## config.mk

```make
export PLATFORM = sky130hd
export DESIGN_NAME = id_ex_stage_register
export DESIGN_NICKNAME = d
export VERILOG_FILES = /design/src/rtl/id_ex_stage_register.sv
export SDC_FILE = /design/constraint.sdc
export NUM_CORES = 1
export LEC_CHECK = 0
export BUFFER_PORTS_ARGS = -buffer_cell sky130_fd_sc_hd__buf_2
export CAP_MARGIN = 10
export CORE_MARGIN = 4
export CORE_UTILIZATION = 46
export CTS_CLUSTER_SIZE = 24
export DETAILED_ROUTE_END_ITERATION = 8
export HOLD_SLACK_MARGIN = 0.12
export PLACE_DENSITY = 0.8
export SYNTH_ARGS = -nofsm -noshare
export SYNTH_HDL_FRONTEND = slang
export SYNTH_SLANG_ARGS = --single-unit
```

## constraint.sdc

```tcl
create_clock -name clk -period 5.3 [get_ports clk]
set_clock_uncertainty 0.15 [all_clocks]
set_input_delay 1.06 -clock clk [delete_from_list [all_inputs] [get_ports clk]]
set_output_delay 1.06 -clock clk [all_outputs]
set_load 0.02 [all_outputs]
```

## src/rtl/id_ex_stage_register.sv

```systemverilog
// Decode-to-execute pipeline register with load-use hazard bubbles, downstream stall hold and branch flush.
// Optional bubble counter is enabled by defining ID_EX_BUBBLE_CNT_EN.
module id_ex_stage_register #(
  parameter int DATA_WIDTH     = 32,
  parameter int CTRL_WIDTH     = 20,
  parameter int REG_ADDR_WIDTH = 4
) (
  input  logic                      clk,
  input  logic                      rst,
  input  logic                      id_valid,
  input  logic [CTRL_WIDTH-1:0]     id_ctrl,
  input  logic [DATA_WIDTH-1:0]     id_op_a,
  input  logic [DATA_WIDTH-1:0]     id_op_b,
  input  logic [DATA_WIDTH-1:0]     id_imm,
  input  logic [REG_ADDR_WIDTH-1:0] id_rs1,
  input  logic [REG_ADDR_WIDTH-1:0] id_rs2,
  input  logic [REG_ADDR_WIDTH-1:0] id_rd,
  input  logic                      id_rs1_used,
  input  logic                      id_rs2_used,
  input  logic                      stall_in,
  input  logic                      flush,
  output logic                      ex_valid,
  output logic [CTRL_WIDTH-1:0]     ex_ctrl,
  output logic [DATA_WIDTH-1:0]     ex_op_a,
  output logic [DATA_WIDTH-1:0]     ex_op_b,
  output logic [DATA_WIDTH-1:0]     ex_imm,
  output logic [REG_ADDR_WIDTH-1:0] ex_rs1,
  output logic [REG_ADDR_WIDTH-1:0] ex_rs2,
  output logic [REG_ADDR_WIDTH-1:0] ex_rd,
  output logic                      stall_out
`ifdef ID_EX_BUBBLE_CNT_EN
  ,
  output logic [15:0]               bubble_count
`endif
);

  localparam int LOAD_BIT = 16;
  localparam int WRE_BIT  = 15;

  logic rs1_match;
  logic rs2_match;
  logic hazard;
  logic load_bubble;

  // A load in EX that writes a register the decode slot reads must be separated by one bubble.
  always_comb begin
    rs1_match   = id_rs1_used && (id_rs1 == ex_rd);
    rs2_match   = id_rs2_used && (id_rs2 == ex_rd);
    hazard      = ex_valid && ex_ctrl[LOAD_BIT] && ex_ctrl[WRE_BIT] && id_valid &&
                  (ex_rd != '0) && (rs1_match || rs2_match);
    load_bubble = flush || (hazard && !stall_in);
  end

  assign stall_out = !rst && !flush && (hazard || stall_in);

  always_ff @(posedge clk or posedge rst) begin
    if (rst) begin
      ex_valid <= 1'b0;
      ex_ctrl  <= '0;
      ex_op_a  <= '0;
      ex_op_b  <= '0;
      ex_imm   <= '0;
      ex_rs1   <= '0;
      ex_rs2   <= '0;
      ex_rd    <= '0;
    end else if (load_bubble) begin
      ex_valid <= 1'b0;
      ex_ctrl  <= '0;
      ex_op_a  <= '0;
      ex_op_b  <= '0;
      ex_imm   <= '0;
      ex_rs1   <= '0;
      ex_rs2   <= '0;
      ex_rd    <= '0;
    end else if (!stall_in) begin
      ex_valid <= id_valid;
      ex_ctrl  <= id_valid ? id_ctrl : '0;
      ex_op_a  <= id_op_a;
      ex_op_b  <= id_op_b;
      ex_imm   <= id_imm;
      ex_rs1   <= id_rs1;
      ex_rs2   <= id_rs2;
      ex_rd    <= id_rd;
    end
  end

`ifdef ID_EX_BUBBLE_CNT_EN
  logic bubble_event;

  // Only bubbles that displace a real instruction are counted; a flush of two empty slots is free.
  assign bubble_event = (flush && (ex_valid || id_valid)) || (!flush && hazard && !stall_in);

  always_ff @(posedge clk or posedge rst) begin
    if (rst) begin
      bubble_count <= '0;
    end else if (bubble_event && (bubble_count != 16'hFFFF)) begin
      bubble_count <= bubble_count + 16'd1;
    end
  end
`endif

endmodule

```

==> flow_summary.ini, run 1 <==
[setup_path]
crit_path_cell_trace = buf_4, nor2_1, o21a_1, buf_2
cp-end-kind = primary output
start_kind = primary input
path_class = primary input to primary output
slowest_stage = buf_4
cp.depth = 4
path_delay_family = buffers and inverters
worstPathRequired_ns = 4.09
cp.arrival_ns = 2.29
crit_fanout = 103
worst_path_largest_cell_delay_ns = 0.76
crit_buf_inv = 2
reg2regPathDepth = 5

[power_and_ir_drop]
p_switching_mw = 0.659
cellLeakagePower_nw = 3.90
p_seq_share_pct = 39.3
p_comb_share_pct = 11.8
power_mw = 2.72
p_per_area_nw_per_um2 = 364
ir_worst_vdd_uv = 262
switching_share_pct = 24.2
p_int_mw = 2.06
p_clk_share_pct = 49.0

[clocking]
h-tree-depth = 4
cts_hold_buf = 0
post-cts-setup-buffers = 0
cts_resized = 0
cts_sinks = 129
cts_buffers = 17
cts_root_buffer = clkbuf_16
cts_tree = done
path_clk_slew_ns = 0.06
clock_path_buffers = 2
clock_latency_ns = 0.41

[routing]
drt-wirelength-per-cell_um = 17.2
ant_nets = 0
finalWirelength_mm = 16.0
vias = 5049
drtIter0Drc = 493
drc = 0
via_per_inst = 5.46
first_pass_iters = 5

[hold_path]
hold_depth = 2
hold_class = flip-flop to flip-flop

[floorplanning]
die_h_um = 117
die_w_um = 117
dieArea_um2 = 13600
start_util_pct = 47.3
io_pins = 265
std_cell_rows = 39
core_um2 = 11500

[global_routing]
grt_overflow = 0
antenna_found_initial = 1
grt_usage_pct = 23.1
grt_first_pass_wirelength_mm = 24.5
grt_max_degree = 104
grt_pass1_vias = 5015

[finish]
drive_above_1_share_pct = 40.7
finalNonFillerCells = 925
layout_commonest_cell = buf_2
mostFrequentLayoutCells = 263 x buf_2, 167 x nand2_1, 129 x dfrtp_1
nets = 903
final_core_util_pct = 65.2
final_area_um2 = 7480
fill_cells = 903
area_delta_synth_final_pct = 37.9

[logic_synthesis]
synth_cells = 530
synth-seq-area-share_pct = 59.5
synth-seq-cells = 129
syn_nets = 665
synth_area_um2 = 5430
synth_warnings = 0
avgSynthCellArea_um2 = 10.2
ys_types = 24

[timing]
rsz0062_at_grt = no
slew_headroom_pct = 26.1
worstMarginPinSlew_ns = 1.11
finalCriticalPeriod_ns = 3.50
finalCritPeriodShare_pct = 66.1
setup_violations = 0
max_freq_mhz = 286
setup_tns_ns = 0
hold_viol = 0
slew_viol_final = 0

[place]
place_area_um2 = 6790
gp_congestion = 0.801
placedCellCount = 892
hpwl_mm = 10.6
io_buffers = 264

[run_status]
status = finished clean

[run]
cap_violations = 0
layout make-up:
type	count	area (um^2)	area share, %
flip-flops and latches	129	3230	43.2
multi-input cells	338	1950	26.1
repair buffers	271	1390	18.6
clock buffers	19	453	6.05
clock inverters	13	233	3.11
well taps	143	179	2.39
inverters	11	43.8	0.585
diodes	1	2.50	0.0335
cells by family after synthesis:
kind of cell | Yosys count | synth area share, %
AO/OA/AOI/OAI | 132 | 18.6
XOR/XNOR | 8 | 1.29
AND/OR/NAND/NOR | 198 | 15.6
flip-flops | 129 | 59.5
buffers and inverters | 63 | 5.03
tightest hold or removal path, delay by kind of cell, from the launching register on:
kind	cells	cell delay [ns]
flops	1	0.34
compound gates	1	0.06
simple gates	1	0.04
power by group through the flow:
stage               registers, mW  logic [mW]  clock network (mW)
global route                 1.08       0.351                1.40
CTS                          1.07       0.325                1.35
floorplan                    1.15       0.115                   0
finish                       1.07       0.320                1.33
detailed placement           1.09       0.323                   0
global placement             1.08       0.316                   0
routing by layer:
layer	vias up	routed length (um)	track usage, %
met5	-	0	0
met4	0	352	10.2
met3	30	1390	5.70
met2	230	8100	38.9
met1	2448	6120	28.4
li1	2341	-	-
cell usage after synthesis, drive strengths merged:
library cell,number,area [um^2]
nand2,167,627
dfrtp,129,3230
o22ai,71,450
clkbuf,39,148
a32o,31,310
nand3b,20,150
o21ai,19,95.1
buf,13,83.8
inv,11,41.3
o41ai,8,130
xor2,8,70.1
nor4,3,25.0
nor2,2,7.51
nor2b,2,12.5
nor3,2,10.0
a22o,1,8.76
a22oi,1,7.51
nand2b,1,6.26
nand4,1,6.26
o21a,1,7.51
metrics by stage:
stage / setup slack [ns] / hold WS (ns)
after floorplan: 0.649 / 0.440
after global placement: 1.82 / 0.306
after detailed placement: 1.80 / 0.310
after CTS: 1.79 / 0.328
after global routing: 1.65 / 0.335
final: 1.80 / 0.328
state kept, by name, indices dropped and copies added (netlist names):
| signal | count |
|---|---|
| ex_imm | 32 |
| ex_op_a | 32 |
| ex_op_b | 32 |
| ex_ctrl | 20 |
| ex_rd | 4 |
| ex_rs1 | 4 |
| ex_rs2 | 4 |
| ex_valid | 1 |
final timing paths:
| path | slack (ns) | end | from |
|---|---|---|---|
| min in group asynchronous | 0.77 | ex_op_a[17]$_DFFE_PP0P_ | rst |
| worst min-delay path | 0.33 | ex_ctrl[0]$_DFFE_PP0P_ | ex_ctrl[0]$_DFFE_PP0P_ |
| max in group asynchronous | 3.07 | ex_imm[1]$_DFFE_PP0P_ | rst |
| worst min register to register | 0.33 | ex_ctrl[0]$_DFFE_PP0P_ | ex_ctrl[0]$_DFFE_PP0P_ |
| worst max-delay path | 1.80 | stall_out | flush |
| worst max register to register | 2.66 | ex_ctrl[9]$_DFFE_PP0P_ | ex_rd[1]$_DFFE_PP0P_ |
No activity file was read; power rests on OpenSTA's default activity.
==> run 2: changes to the inputs <==
--- a/config.mk
+++ b/config.mk
@@ -5,14 +5,15 @@
 export SDC_FILE = /design/constraint.sdc
 export NUM_CORES = 1
 export LEC_CHECK = 0
+export ABC_AREA = 1
 export BUFFER_PORTS_ARGS = -buffer_cell sky130_fd_sc_hd__buf_2
 export CAP_MARGIN = 10
 export CORE_MARGIN = 4
-export CORE_UTILIZATION = 46
+export CORE_UTILIZATION = 42
 export CTS_CLUSTER_SIZE = 24
 export DETAILED_ROUTE_END_ITERATION = 8
 export HOLD_SLACK_MARGIN = 0.12
-export PLACE_DENSITY = 0.8
+export PLACE_DENSITY = 0.76
 export SYNTH_ARGS = -nofsm -noshare
 export SYNTH_HDL_FRONTEND = slang
 export SYNTH_SLANG_ARGS = --single-unit
==> constraint.sdc (replaced) <==
create_clock -name clk -period 3.2 [get_ports clk]
set_clock_uncertainty 0.15 [all_clocks]
set_input_delay 0.64 -clock clk [delete_from_list [all_inputs] [get_ports clk]]
set_output_delay 0.64 -clock clk [all_outputs]
set_load 0.02 [all_outputs]
==> run 2 against run 1 <==
  * Critical path depth grew 7
  * Synthesized cell count grew 24%
  * Routed wire length grew 4.4%
  * Register-to-register slack got worse by 1.5 ns
  * Sequential share of layout area down 0.53 points
  * Clock power up 32%
  * Sequential power up 65%
  * Largest cell class unchanged
  * Largest power group is now registers
==> flow_summary.ini, run 2 <==
[run_status]
status = finished clean

[logic_synthesis]
synthArstFlopShare_pct = 100
synth_warnings = 0
synth_ff_type = dfrtp_1
synth_xor_area_share_pct = 0.313
synth_edf_count = 0
synthTopCellsByCount = 297 x nand2_1, 129 x dfrtp_1, 87 x nand4_1
synth_top_family_by_area = simple AND/OR/NAND/NOR gates
avgSynthCellArea_um2 = 8.52
syn_nets = 792
synth_compound_area_share_pct = 4.51
synth_fa_ha_area_share_pct = 0
yosysTopAreaCell = dfrtp_1
synth_simple_gate_area_share_pct = 30.8
muxShareOfSynthArea_pct = 0
ys_types = 15
yosysMostFrequentCell = nand2_1
synth_cells = 657
synthTopCellsByArea = dfrtp_1 58%, nand2_1 20%, nand4_1 9.7%, o21ai_0 3.0%, inv_1 1.9%
yosys.area.top_type_share_pct = 57.7
synth-seq-cells = 129
synth-seq-area-share_pct = 57.7
synth_area_um2 = 5600

[clocking]
clock_latency_ns = 0.41
cts_root_buffer = clkbuf_16
h-tree-depth = 4
path_clk_slew_ns = 0.06
cts_tree = done
cts_buffers = 17
cts_sinks = 129
clock_path_buffers = 2

[place]
io_buffers = 264
hpwl_mm = 11.4
gp_congestion = 0.776

[setup_path]
slowest_stage = dfrtp_1
cp.depth = 11
cp.arrival_ns = 1.84
cp-end-kind = primary output
worstPathRequired_ns = 2.41
crit_top_cell = nand2_1
crit_buf_inv = 2
start_kind = flip-flop
path_delay_family = simple AND/OR/NAND/NOR gates
path_class = flip-flop to primary output
crit_fanout = 6
startpoint = ex_rd[3]$_DFFE_PP0P_
crit_path_cell_trace = inv_2, nand2_1, nand2_1, nor2_1, nand3_1, nand2_1, nand2_2, nand2_2, nand2_1, nor2_1, buf_2
r2r-start = ex_rd[3]$_DFFE_PP0P_
reg2regPathDepth = 10
worst_path_largest_cell_delay_ns = 0.43

[timing]
max_freq_mhz = 380
finalCriticalPeriod_ns = 2.63
worstMarginPinSlew_ns = 0.597
slew_headroom_pct = 60.2
rsz0062_at_grt = no
finalCritPeriodShare_pct = 82.2
slew_viol_final = 0
setup_tns_ns = 0
setup_violations = 0
hold_viol = 0

[floorplanning]
start_util_pct = 43.6
dieArea_um2 = 15200
die_w_um = 123
io_pins = 265
std_cell_rows = 41
die_h_um = 123
core_um2 = 12800

[routing]
first_pass_iters = 5
drtIter0Drc = 378
ant_nets = 0
drc = 0
vias = 5421
via_per_inst = 4.98
drt-wirelength-per-cell_um = 15.3
finalWirelength_mm = 16.7

[hold_path]
min-delay-start = ex_op_b[9]$_DFFE_PP0P_
hold_depth = 2
hold_class = flip-flop to flip-flop

[global_routing]
antenna_found_initial = 2
grt_pass1_vias = 5239
grt_max_degree = 130
grt_usage_pct = 21.6
grt_overflow = 0
grt_first_pass_wirelength_mm = 25.6

[finish]
area_delta_synth_final_pct = 35.3
layout_commonest_cell = nand2_1
reg_top3 = ex_imm (32), ex_op_a (32), ex_op_b (32)
nets = 1037
drive_above_1_share_pct = 35.8
final_core_util_pct = 59.1
mostFrequentLayoutCells = 297 x nand2_1, 264 x buf_2, 129 x dfrtp_1

[power_and_ir_drop]
ir_worst_vdd_uv = 346
cellLeakagePower_nw = 4.52
p_per_area_nw_per_um2 = 537

[run]
cap_violations = 0
[run 2: worst min-delay path, stage by stage (launching register included)]
cell and delay, ns:
dfrtp_1 0.33, nand2_1 0.05, nand2_1 0.06
[run 2: routing by layer]
metal / vias to the layer above / track usage [%] / share of wire, %
li1: 2628 / - / -
met5: - / 0 / 0.060
met3: 27 / 6.27 / 7.7
met4: 2 / 9.07 / 1.6
met2: 224 / 34.0 / 49
met1: 2540 / 27.9 / 42
[run 2: where the power goes]
group | leakage [nW] | internal [mW] | total [mW] | switching [mW]
sequential | 1.72 | 1.72 | 1.77 | 0.0494
combinational | 2.52 | 0.188 | 0.547 | 0.359
clock | 0.275 | 1.06 | 1.75 | 0.686
[run 2: per-stage QoR]
stage,instances,power (mW),hold WS (ns),setup WS [ns],area [um^2]
after floorplan,657,2.10,0.441,0.810,5600
after global placement,1054,2.34,0.308,0.676,7020
after detailed placement,1054,2.35,0.310,0.637,7020
after CTS,1087,4.11,0.312,0.509,7570
after global routing,1088,4.24,0.312,0.350,7570
final,1088,4.07,0.319,0.571,7570
[run 2: timing repair]
| action | in CTS | in global routing |
|---|---|---|
| endpoints found under the hold margin | 15 | 0 |
| hold buffers | 1 | 0 |
| buffers inserted | 0 | 0 |
| resized for setup | 0 | 0 |
[run 2: cell type report]
class	count	area [um^2]
Fill cell	1197	5250
Sequential cell	129	3230
Multi-Input combinational cell	444	2000
Timing Repair Buffer	278	1450
Clock buffer	22	484
Tap cell	172	215
Inverter	32	126
Clock inverter	10	60.1
Antenna cell	1	2.50
[run 2: cells by family (layout without fill, tap and decap cells)]
logic type,count (synthesis),after routing
AND/OR/NAND/NOR,399,399
flip-flops,129,129
buffers and inverters,84,342
AO/OA/AOI/OAI,43,43
XOR/XNOR,2,2
other,0,1
[run 2: final timing paths]
kind,end,slack (ns)
setup / recovery,stall_out,0.57
hold / removal,ex_op_b[9]$_DFFE_PP0P_,0.32
setup reg to reg,ex_imm[31]$_DFFE_PP0P_,1.17
hold reg to reg,ex_op_b[9]$_DFFE_PP0P_,0.32
max in group asynchronous,ex_imm[7]$_DFFE_PP0P_,1.46
min in group asynchronous,ex_imm[19]$_DFFE_PP0P_,0.64
==> run 3: changes to the inputs <==
==> constraint.sdc (replaced) <==
create_clock -name clk -period 2.35 [get_ports clk]
set_clock_uncertainty 0.15 [all_clocks]
set_input_delay 0.47 -clock clk [delete_from_list [all_inputs] [get_ports clk]]
set_output_delay 0.47 -clock clk [all_outputs]
set_load 0.02 [all_outputs]
==> run 3 against run 2 <==
  * The flow now finishes with violations (negative setup slack)
  * Sequential cell count unchanged
  * Non-clock buffer count increased by 4
  * Sequential power increased by 36%
  * Clock power increased by 48%
  * Core utilization increased by 1.1 points
  * Global-route usage about the same
  * Via count increased by 0.33%
  * Critical path depth unchanged
  * Combinational power increased by 39%
  * Sequential share of layout area decreased by 0.75 points
  * Worst hold slack got worse by 0.16 ns
  * First-iteration DRC count increased by 7.7%
  * Critical path type unchanged
  * Largest power group is now clock
==> flow_summary.ini, run 3 (synthesized netlist as in run 2, its figures left out) <==
[run_status]
status = finished with violations
violations = negative setup slack

[finish]
final_area_um2 = 7710
finalNonFillerCells = 1092
final_core_util_pct = 60.1
nets = 1041
reg_top3 = ex_imm (32), ex_op_a (32), ex_op_b (32)
area_delta_synth_final_pct = 37.8
fill_cells = 1186
drive_above_1_share_pct = 36.7
mostFrequentLayoutCells = 293 x nand2_1, 263 x buf_2, 128 x dfrtp_1
layout_commonest_cell = nand2_1

[clocking]
path_clk_slew_ns = 0.06
h-tree-depth = 4
cts_buffers = 17
cts_sinks = 129
cts_tree = done
cts_root_buffer = clkbuf_16
clock_path_buffers = 2
clock_latency_ns = 0.41

[timing]
worstMarginPinSlew_ns = 0.786
setup_violations = 1
fin_ws_ns = -0.00685
finalCriticalPeriod_ns = 2.36
max_freq_mhz = 424
finalCritPeriodShare_pct = 100
rsz0062_at_grt = yes
hold_viol = 0
slew_headroom_pct = 47.6
slew_viol_final = 0

[floorplanning]
start_util_pct = 43.6
dieArea_um2 = 15200
die_h_um = 123
io_pins = 265
std_cell_rows = 41
die_w_um = 123
core_um2 = 12800

[routing]
drc = 0
via_per_inst = 4.98
vias = 5439
finalWirelength_mm = 16.5
first_pass_iters = 7
drt-wirelength-per-cell_um = 15.1
ant_nets = 0
drtIter0Drc = 407

[global_routing]
grt_first_pass_wirelength_mm = 25.7
antenna_found_initial = 2
grt_usage_pct = 21.6
grt_max_degree = 91
grt_overflow = 0
grt_pass1_vias = 5113

[hold_path]
min-delay-start = id_imm[18]
hold_depth = 3
min_to = ex_imm[18]$_DFFE_PP0P_
hold_class = primary input to flip-flop

[power_and_ir_drop]
ir_worst_vdd_uv = 395
power_mw = 5.76
p_int_mw = 4.27
p_comb_share_pct = 13.2
p_clk_share_pct = 45.0
p_switching_mw = 1.49
p_seq_share_pct = 41.8
switching_share_pct = 25.9
p_per_area_nw_per_um2 = 747
cellLeakagePower_nw = 4.58

[place]
io_buffers = 264
placedCellCount = 1053
dp_slack_ns = 0.230
hpwl_mm = 11.2
gp_congestion = 0.791
place_area_um2 = 7050

[run]
cap_violations = 0

[setup_path]
reg2regPathDepth = 10
start_kind = flip-flop
cp-end-kind = primary output
crit_fanout = 5
path_class = flip-flop to primary output
cp.arrival_ns = 1.74
worstPathRequired_ns = 1.73
r2r-start = ex_rd[1]$_DFFE_PP0P_
r2r_end = ex_op_a[13]$_DFFE_PP0P_
reg2reg_slack_ns = 0.20
run 3: power groups by stage:
stage,clock [mW],combinational [mW],sequential [mW]
floorplan,0,0.269,2.59
global placement,0,0.751,2.44
detailed placement,0,0.760,2.44
CTS,2.64,0.763,2.41
global route,2.75,0.836,2.42
finish,2.59,0.760,2.41
run 3: how the worst max path moves through the flow:
stage / startpoint / endpoint / slack [ns] / depth (start not counted)
final: ex_rd[1]$_DFFE_PP0P_ / stall_out / -0.007 / 11
after CTS: ex_rd[0]$_DFFE_PP0P_ / stall_out / -0.03 / 11
after floorplan: rst / ex_ctrl[0]$_DFFE_PP0P_ / 0.13 / 1
after global placement: id_rs1[0] / stall_out / 0.25 / 12
after detailed placement: id_rs1[0] / ex_op_a[13]$_DFFE_PP0P_ / 0.23 / 12
after global routing: ex_rd[1]$_DFFE_PP0P_ / stall_out / -0.13 / 11
run 3: cell type report:
cell class                      instances  area (um^2)  area share [%]
Antenna cell                            1         2.50          0.0324
Timing Repair Buffer                  282         1520            19.8
Clock buffer                           22          484            6.28
Multi-Input combinational cell        444         2020            26.2
Tap cell                              172          215            2.79
Inverter                               32          126            1.64
Clock inverter                         10          108            1.39
Sequential cell                       129         3230            41.9
run 3: what timing repair did:
action | CTS | global route
pin swaps | 2 | 6
hold buffers | 1 | 0
buffers inserted | 1 | 4
endpoints found under the setup margin | 1 | 1
gates resized for setup | 2 | 6
hold endpoints to repair | 129 | 0
cloned | 0 | 0
run 3: per-layer routing:
| metal | up-vias | wire [um] | global-route usage, % |
|---|---|---|---|
| li1 | 2639 | - | - |
| met1 | 2516 | 6700 | 27.9 |
| met2 | 241 | 8000 | 33.7 |
| met3 | 41 | 1390 | 6.13 |
| met4 | 2 | 401 | 10.1 |
| met5 | - | 7 | 0 |
run 3: per-stage QoR:
stage / setup TNS [ns] / hold WS [ns]
after floorplan: 0 / 0.441
after CTS: -0.0264 / 0.139
after global routing: -0.126 / 0.152
after global placement: 0 / 0.307
after detailed placement: 0 / 0.310
final: -0.00685 / 0.156
run 3: critical path: stages (launching register included):
cell     delay, ns
dfrtp_1       0.40
inv_2         0.09
nand2_2       0.06
nand2_1       0.05
nor2_1        0.10
nand3_1       0.10
nand2_2       0.09
nand2_4       0.06
nand2_4       0.09
nand2_2       0.04
nor2_1        0.10
buf_4         0.15
